**config.mk**
```make
export PLATFORM = sky130hd
export DESIGN_NAME = sram_ctrl
export DESIGN_NICKNAME = d
export VERILOG_FILES = /design/src/rtl/sram_ctrl_pkg.sv /design/src/rtl/sram_ctrl_col_cnt.sv /design/src/rtl/sram_ctrl.sv
export SDC_FILE = /design/constraint.sdc
export NUM_CORES = 1
export LEC_CHECK = 0
export ABC_CLOCK_PERIOD_IN_PS = 1300
export CAP_MARGIN = 20
export CORE_ASPECT_RATIO = 1.25
export CORE_MARGIN = 3
export CORE_UTILIZATION = 44
export CTS_CLUSTER_DIAMETER = 50
export CTS_CLUSTER_SIZE = 16
export DETAILED_ROUTE_END_ITERATION = 10
export PLACE_DENSITY = 0.77
export SLEW_MARGIN = 20
export SYNTH_ARGS = -nofsm -noshare
export SYNTH_HDL_FRONTEND = slang
export SYNTH_SLANG_ARGS = --single-unit
```
**constraint.sdc**
```tcl
create_clock -name clk -period 1.3 [get_ports clk]
set_input_delay 0.13 -clock clk [delete_from_list [all_inputs] [get_ports clk]]
set_output_delay 0.13 -clock clk [all_outputs]
set_load 0.01 [all_outputs]
```
**src/rtl/sram_ctrl_pkg.sv**
```systemverilog
// Shared types and sizes for the bit-column SRAM controller.
package sram_ctrl_pkg;

  localparam int unsigned DATA_W = 4;
  localparam int unsigned ADDR_W = 2;
  localparam int unsigned COL_N  = 4;
  localparam int unsigned COL_W  = $clog2(COL_N);
  localparam int unsigned SET_W  = 2;

  typedef enum logic [1:0] {
    ST_IDLE = 2'd0,
    ST_WR   = 2'd1,
    ST_RD   = 2'd2,
    ST_RSP  = 2'd3
  } state_e;

  // Request fields captured at acceptance and held for the whole transaction.
  typedef struct packed {
    logic              we;
    logic [ADDR_W-1:0] addr;
    logic [DATA_W-1:0] data;
  } req_t;

endpackage

```
**src/rtl/sram_ctrl_col_cnt.sv**
```systemverilog
// Bit-column counter: sync clear, enable, terminal count on the last column.
module sram_ctrl_col_cnt
  import sram_ctrl_pkg::*;
(
  input  logic             clk,
  input  logic             rst_n,
  input  logic             clr,
  input  logic             en,
  output logic [COL_W-1:0] cnt,
  output logic             tc_c
);

  logic [COL_W-1:0] cnt_q;
  logic [COL_W-1:0] cnt_d;

  // Next count: clear wins over enable; increment wraps naturally at COL_N.
  always_comb begin
    cnt_d = cnt_q;
    if (clr) begin
      cnt_d = '0;
    end else if (en) begin
      cnt_d = cnt_q + COL_W'(1);
    end
  end

  // Count register with synchronous active-low reset.
  always_ff @(posedge clk) begin
    if (!rst_n) begin
      cnt_q <= '0;
    end else begin
      cnt_q <= cnt_d;
    end
  end

  assign cnt  = cnt_q;
  assign tc_c = (cnt_q == COL_W'(COL_N - 1));

endmodule

```
**src/rtl/sram_ctrl.sv**
```systemverilog
// Word-level request/response front end for a bit-column-written SRAM array,
// with optional read-back verification of every write.
module sram_ctrl
  import sram_ctrl_pkg::*;
#(
  parameter int unsigned SETTLE_CYC = 1,
  parameter bit          VERIFY     = 1'b1
) (
  input  logic              clk,
  input  logic              rst_n,
  input  logic              req_valid,
  output logic              req_ready,
  input  logic              req_we,
  input  logic [ADDR_W-1:0] req_addr,
  input  logic [DATA_W-1:0] req_data,
  output logic              rsp_valid,
  input  logic              rsp_ready,
  output logic [DATA_W-1:0] rsp_data,
  output logic              rsp_err,
  output logic [DATA_W-1:0] mem_d,
  output logic [ADDR_W-1:0] mem_row,
  output logic [COL_W-1:0]  mem_col,
  output logic              mem_w,
  input  logic [DATA_W-1:0] mem_q
);

  state_e            state_q,     state_d;
  req_t              req_q,       req_d;
  logic [SET_W-1:0]  settle_q,    settle_d;
  logic              req_ready_q, req_ready_d;
  logic              rsp_valid_q, rsp_valid_d;
  logic [DATA_W-1:0] rsp_data_q,  rsp_data_d;
  logic              rsp_err_q,   rsp_err_d;
  logic              mem_w_q,     mem_w_d;

  logic              col_clr;
  logic              col_en;
  logic              col_tc;
  logic [COL_W-1:0]  col_cnt;

  // Column counter steps only while writing; held at zero everywhere else.
  sram_ctrl_col_cnt u_col_cnt (
    .clk   (clk),
    .rst_n (rst_n),
    .clr   (col_clr),
    .en    (col_en),
    .cnt   (col_cnt),
    .tc_c  (col_tc)
  );

  // Next-state and next-output logic; outputs track the next state so they
  // change on the same edge as the state itself.
  always_comb begin
    state_d     = state_q;
    req_d       = req_q;
    settle_d    = settle_q;
    rsp_valid_d = rsp_valid_q;
    rsp_data_d  = rsp_data_q;
    rsp_err_d   = rsp_err_q;
    col_clr     = 1'b1;
    col_en      = 1'b0;

    unique case (state_q)
      ST_IDLE: begin
        if (req_valid && req_ready_q) begin
          req_d    = '{we: req_we, addr: req_addr, data: req_data};
          settle_d = '0;
          state_d  = req_we ? ST_WR : ST_RD;
        end
      end

      ST_WR: begin
        col_clr = 1'b0;
        col_en  = 1'b1;
        if (col_tc) begin
          if (VERIFY) begin
            settle_d = '0;
            state_d  = ST_RD;
          end else begin
            rsp_data_d = req_q.data;
            rsp_err_d  = 1'b0;
            state_d    = ST_RSP;
          end
        end
      end

      ST_RD: begin
        // Array output is sampled only on the last settle cycle.
        if (settle_q == SET_W'(SETTLE_CYC - 1)) begin
          rsp_data_d = mem_q;
          rsp_err_d  = req_q.we && (mem_q != req_q.data);
          state_d    = ST_RSP;
        end else begin
          settle_d = settle_q + SET_W'(1);
        end
      end

      ST_RSP: begin
        // Valid rises one cycle after entry and drops on the accepting edge.
        if (rsp_valid_q && rsp_ready) begin
          rsp_valid_d = 1'b0;
          state_d     = ST_IDLE;
        end else begin
          rsp_valid_d = 1'b1;
        end
      end

      default: state_d = ST_IDLE;
    endcase

    req_ready_d = (state_d == ST_IDLE);
    mem_w_d     = (state_d == ST_WR);
  end

  // State and output registers with synchronous active-low reset.
  always_ff @(posedge clk) begin
    if (!rst_n) begin
      state_q     <= ST_IDLE;
      req_q       <= '0;
      settle_q    <= '0;
      req_ready_q <= 1'b1;
      rsp_valid_q <= 1'b0;
      rsp_data_q  <= '0;
      rsp_err_q   <= 1'b0;
      mem_w_q     <= 1'b0;
    end else begin
      state_q     <= state_d;
      req_q       <= req_d;
      settle_q    <= settle_d;
      req_ready_q <= req_ready_d;
      rsp_valid_q <= rsp_valid_d;
      rsp_data_q  <= rsp_data_d;
      rsp_err_q   <= rsp_err_d;
      mem_w_q     <= mem_w_d;
    end
  end

  assign req_ready = req_ready_q;
  assign rsp_valid = rsp_valid_q;
  assign rsp_data  = rsp_data_q;
  assign rsp_err   = rsp_err_q;
  assign mem_w     = mem_w_q;
  assign mem_row   = req_q.addr;
  assign mem_d     = req_q.data;
  assign mem_col   = col_cnt;

endmodule

```
==> results.json <==
{
  "worstPathCellList": "ha_1 -> a21oi_1 -> o21ai_1 -> buf_4 -> a311oi_2",
  "total_power_mw": 1.382,
  "synth-edff-count": 0,
  "ios": 31,
  "drc": 0,
  "vias_per_cell": 5.248,
  "grt_max_degree": 16,
  "yosys_most_used_dff": "dfxtp_1",
  "crit_arrival_ns": 1.47,
  "min_path_type": "flip-flop to flip-flop",
  "r2r-start": "u_col_cnt.cnt[0]$_SDFFE_PN0P_",
  "synth_area_per_cell_sq_um": 9.890,
  "post-route-util_pct": 69.52,
  "ff2ff_path_depth": 5,
  "critPathMaxFanout": 3,
  "cts_buffer_depth": 2,
  "clock_latency_ns": 0.30,
  "syn_nets": 111,
  "end_kind": "flip-flop",
  "holdWs_ns": 0.4264,
  "synthTopCellsByArea": "dfxtp_1, mux2i_1, buf_4",
  "ys_types": 25,
  "numCtsBuffers": 3,
  "drive_gt1_share_pct": 19.84,
  "fmax_ghz": 0.7980,
  "post-cts-setup-buffers": 0,
  "antennaDiodeCount": 0,
  "cts_hold_buffers": 0,
  "port_buffers": 30,
  "clkSinkCount": 21,
  "status": "finished, final reports clean",
  "max-vdd-ir-drop_mv": 0.7240,
  "slew-limit-headroom_pct": 64.58,
  "root_buffer": "clkbuf_4",
  "ys_seq_area_share_pct": 45.22,
  "synth_top_area_share_pct": 45.22,
  "initialDrtViolationCount": 11,
  "fin_crit_ns": 1.253,
  "firstDrtPassIters": 4,
  "finalWirelength_mm": 1.965,
  "setup_violations": 0,
  "rows": 17,
  "slowest_stage": "dfxtp_2",
  "wl_per_cell_um": 13.55,
  "area_growth_pct": 39.97,
  "start_util_pct": 49.67,
  "die_w_um": 47.11,
  "skew_ns": 0.0004683,
  "synth.largest_area_cell": "dfxtp_1",
  "cts_tree": "yes",
  "start_kind": "flip-flop",
  "powerDensity_mw_per_mm2": 1062,
  "grt_pass1_wl_mm": 3.325,
  "grtUsageTotal_pct": 16.75,
  "h-tree-depth": 1,
  "place.gp.congestion": 0.7387,
  "grt-ovfl-total": 0,
  "synthArstFlopShare_pct": 0,
  "grt_pass1_vias": 755,
  "tightestPinTransition_ns": 0.5307,
  "cp_slowest_stage_delay_ns": 0.34,
  "drv_slew": 0,
  "yosys_warnings": 0,
  "vias": 761,
  "fin_crit_sh_pct": 96.40,
  "final_cell_mix": "dfxtp_1, dlygate4sd2_1, clkdlybuf4s50_1",
  "ant_nets": 0,
  "ys_seq_elements": 21,
  "crit_end": "settle_q[0]$_SDFFE_PN0P_",
  "clk_pin_slew_ns": 0.11,
  "die_h_um": 57.39,
  "finalNetCount": 144,
  "worstSetupPathType": "flip-flop to flip-flop",
  "core_area_sq_mm": 0.001872,
  "antenna_found_initial": 0,
  "rrSetupSlack_ns": 0.05,
  "final_hold_viol_count": 0,
  "r2r-end": "settle_q[0]$_SDFFE_PN0P_",
  "syn_area_sq_um": 929.6,
  "dpl.hpwl_mm": 1.476,
  "syn_inst": 94,
  "crit_required_ns": 1.52,
  "crit_path_start": "u_col_cnt.cnt[0]$_SDFFE_PN0P_",
  "p_leak_nw": 0.6055,
  "floorplan.die_area_sq_mm": 0.002704,
  "cap_violations": 0
}
-- per-layer routing --
layer	global-route usage (%)	up-vias	routed length, um
li1	-	384	-
met1	19.31	353	753
met2	28.54	22	1085
met3	4.416	2	110
met4	5.929	0	16
met5	0	-	0
-- through the flow --
stage	instance area (sq um)	TNS (ns)	std cells	setup WS, ns
2_1_floorplan	929.6	0	94	0.08518
3_3_place_gp	1250	-0.6066	141	-0.07969
3_5_place_dp	1250	-1.118	141	-0.1446
4_1_cts	1271	0	145	0.0001243
5_1_grt	1301	-0.03206	145	-0.02663
6_report	1301	0	145	0.04685
-- logic make-up (layout without fill, tap and decap cells) --
logic type | count (synthesis) | after routing | share of synthesized area [%]
flops | 21 | 21 | 45.22
buf+inv | 12 | 44 | 8.613
fa+ha+maj | 2 | 2 | 2.691
compound gates | 11 | 11 | 7.672
xor+xnor | 4 | 4 | 3.768
simple gates | 32 | 32 | 19.11
mux | 12 | 12 | 12.92
-- timing repair --
action	in CTS	in global routing
setup endpoints to repair	16	10
resized for setup	21	11
hold endpoints to repair	0	0
-- cell usage after synthesis (2+ instances only) --
cell      count
and2_1        2
a21oi_1       3
nand2_1       5
buf_4         7
nand3_1       3
xor2_1        4
dfxtp_1      21
mux2i_1      12
a311oi_1      2
nor3b_1       3
inv_1         3
nor2_1       13
ha_1          2
o21ai_0       3
-- area by class of cell --
type | instances | area [sq um]
clock buffers | 3 | 22.52
clock inverters | 1 | 5.005
fillers | 172 | 570.5
inverters | 3 | 11.26
multi-input cells | 61 | 461.7
flip-flops and latches | 21 | 427.9
well taps | 19 | 23.77
repair buffers | 37 | 349.1
-- worst max-delay path, delay by kind of cell, from the launching register on --
family	cells	cell delay [ns]
compound gates	3	0.46
fa+ha+maj	1	0.21
buf+inv	1	0.17
flops	1	0.34
-- worst min path at each step --
stage / start / end / slack [ns] / cells after the start
final: u_col_cnt.cnt[0]$_SDFFE_PN0P_ / u_col_cnt.cnt[0]$_SDFFE_PN0P_ / 0.43 / 1
after global routing: req_data[3] / mem_d[3]$_SDFFE_PN0P_ / 0.43 / 3
after CTS: req_data[3] / mem_d[3]$_SDFFE_PN0P_ / 0.42 / 3
after detailed placement: u_col_cnt.cnt[0]$_SDFFE_PN0P_ / u_col_cnt.cnt[0]$_SDFFE_PN0P_ / 0.46 / 1
after global placement: u_col_cnt.cnt[0]$_SDFFE_PN0P_ / u_col_cnt.cnt[0]$_SDFFE_PN0P_ / 0.44 / 1
after floorplan: rst_n / req_ready$_SDFF_PN1_ / 0.21 / 1
-- registers in the layout, indices dropped and copies added (netlist names) --
name	count
mem_d	4
rsp_data	4
mem_row	2
settle_q	2
state_q	2
u_col_cnt.cnt	2
mem_w	1
req_q	1
req_ready	1
rsp_err	1
rsp_valid	1
-- power by group --
| group | switching (mW) | internal (mW) | total [mW] | leakage, nW |
|---|---|---|---|---|
| clock | 0.194 | 0.115 | 0.308 | 0.0177 |
| sequential | 0.0485 | 0.693 | 0.742 | 0.174 |
| combinational | 0.143 | 0.189 | 0.332 | 0.414 |
| total | 0.385 | 0.997 | 1.38 | 0.606 |
Note: power is estimated with default switching activity, not from simulation.
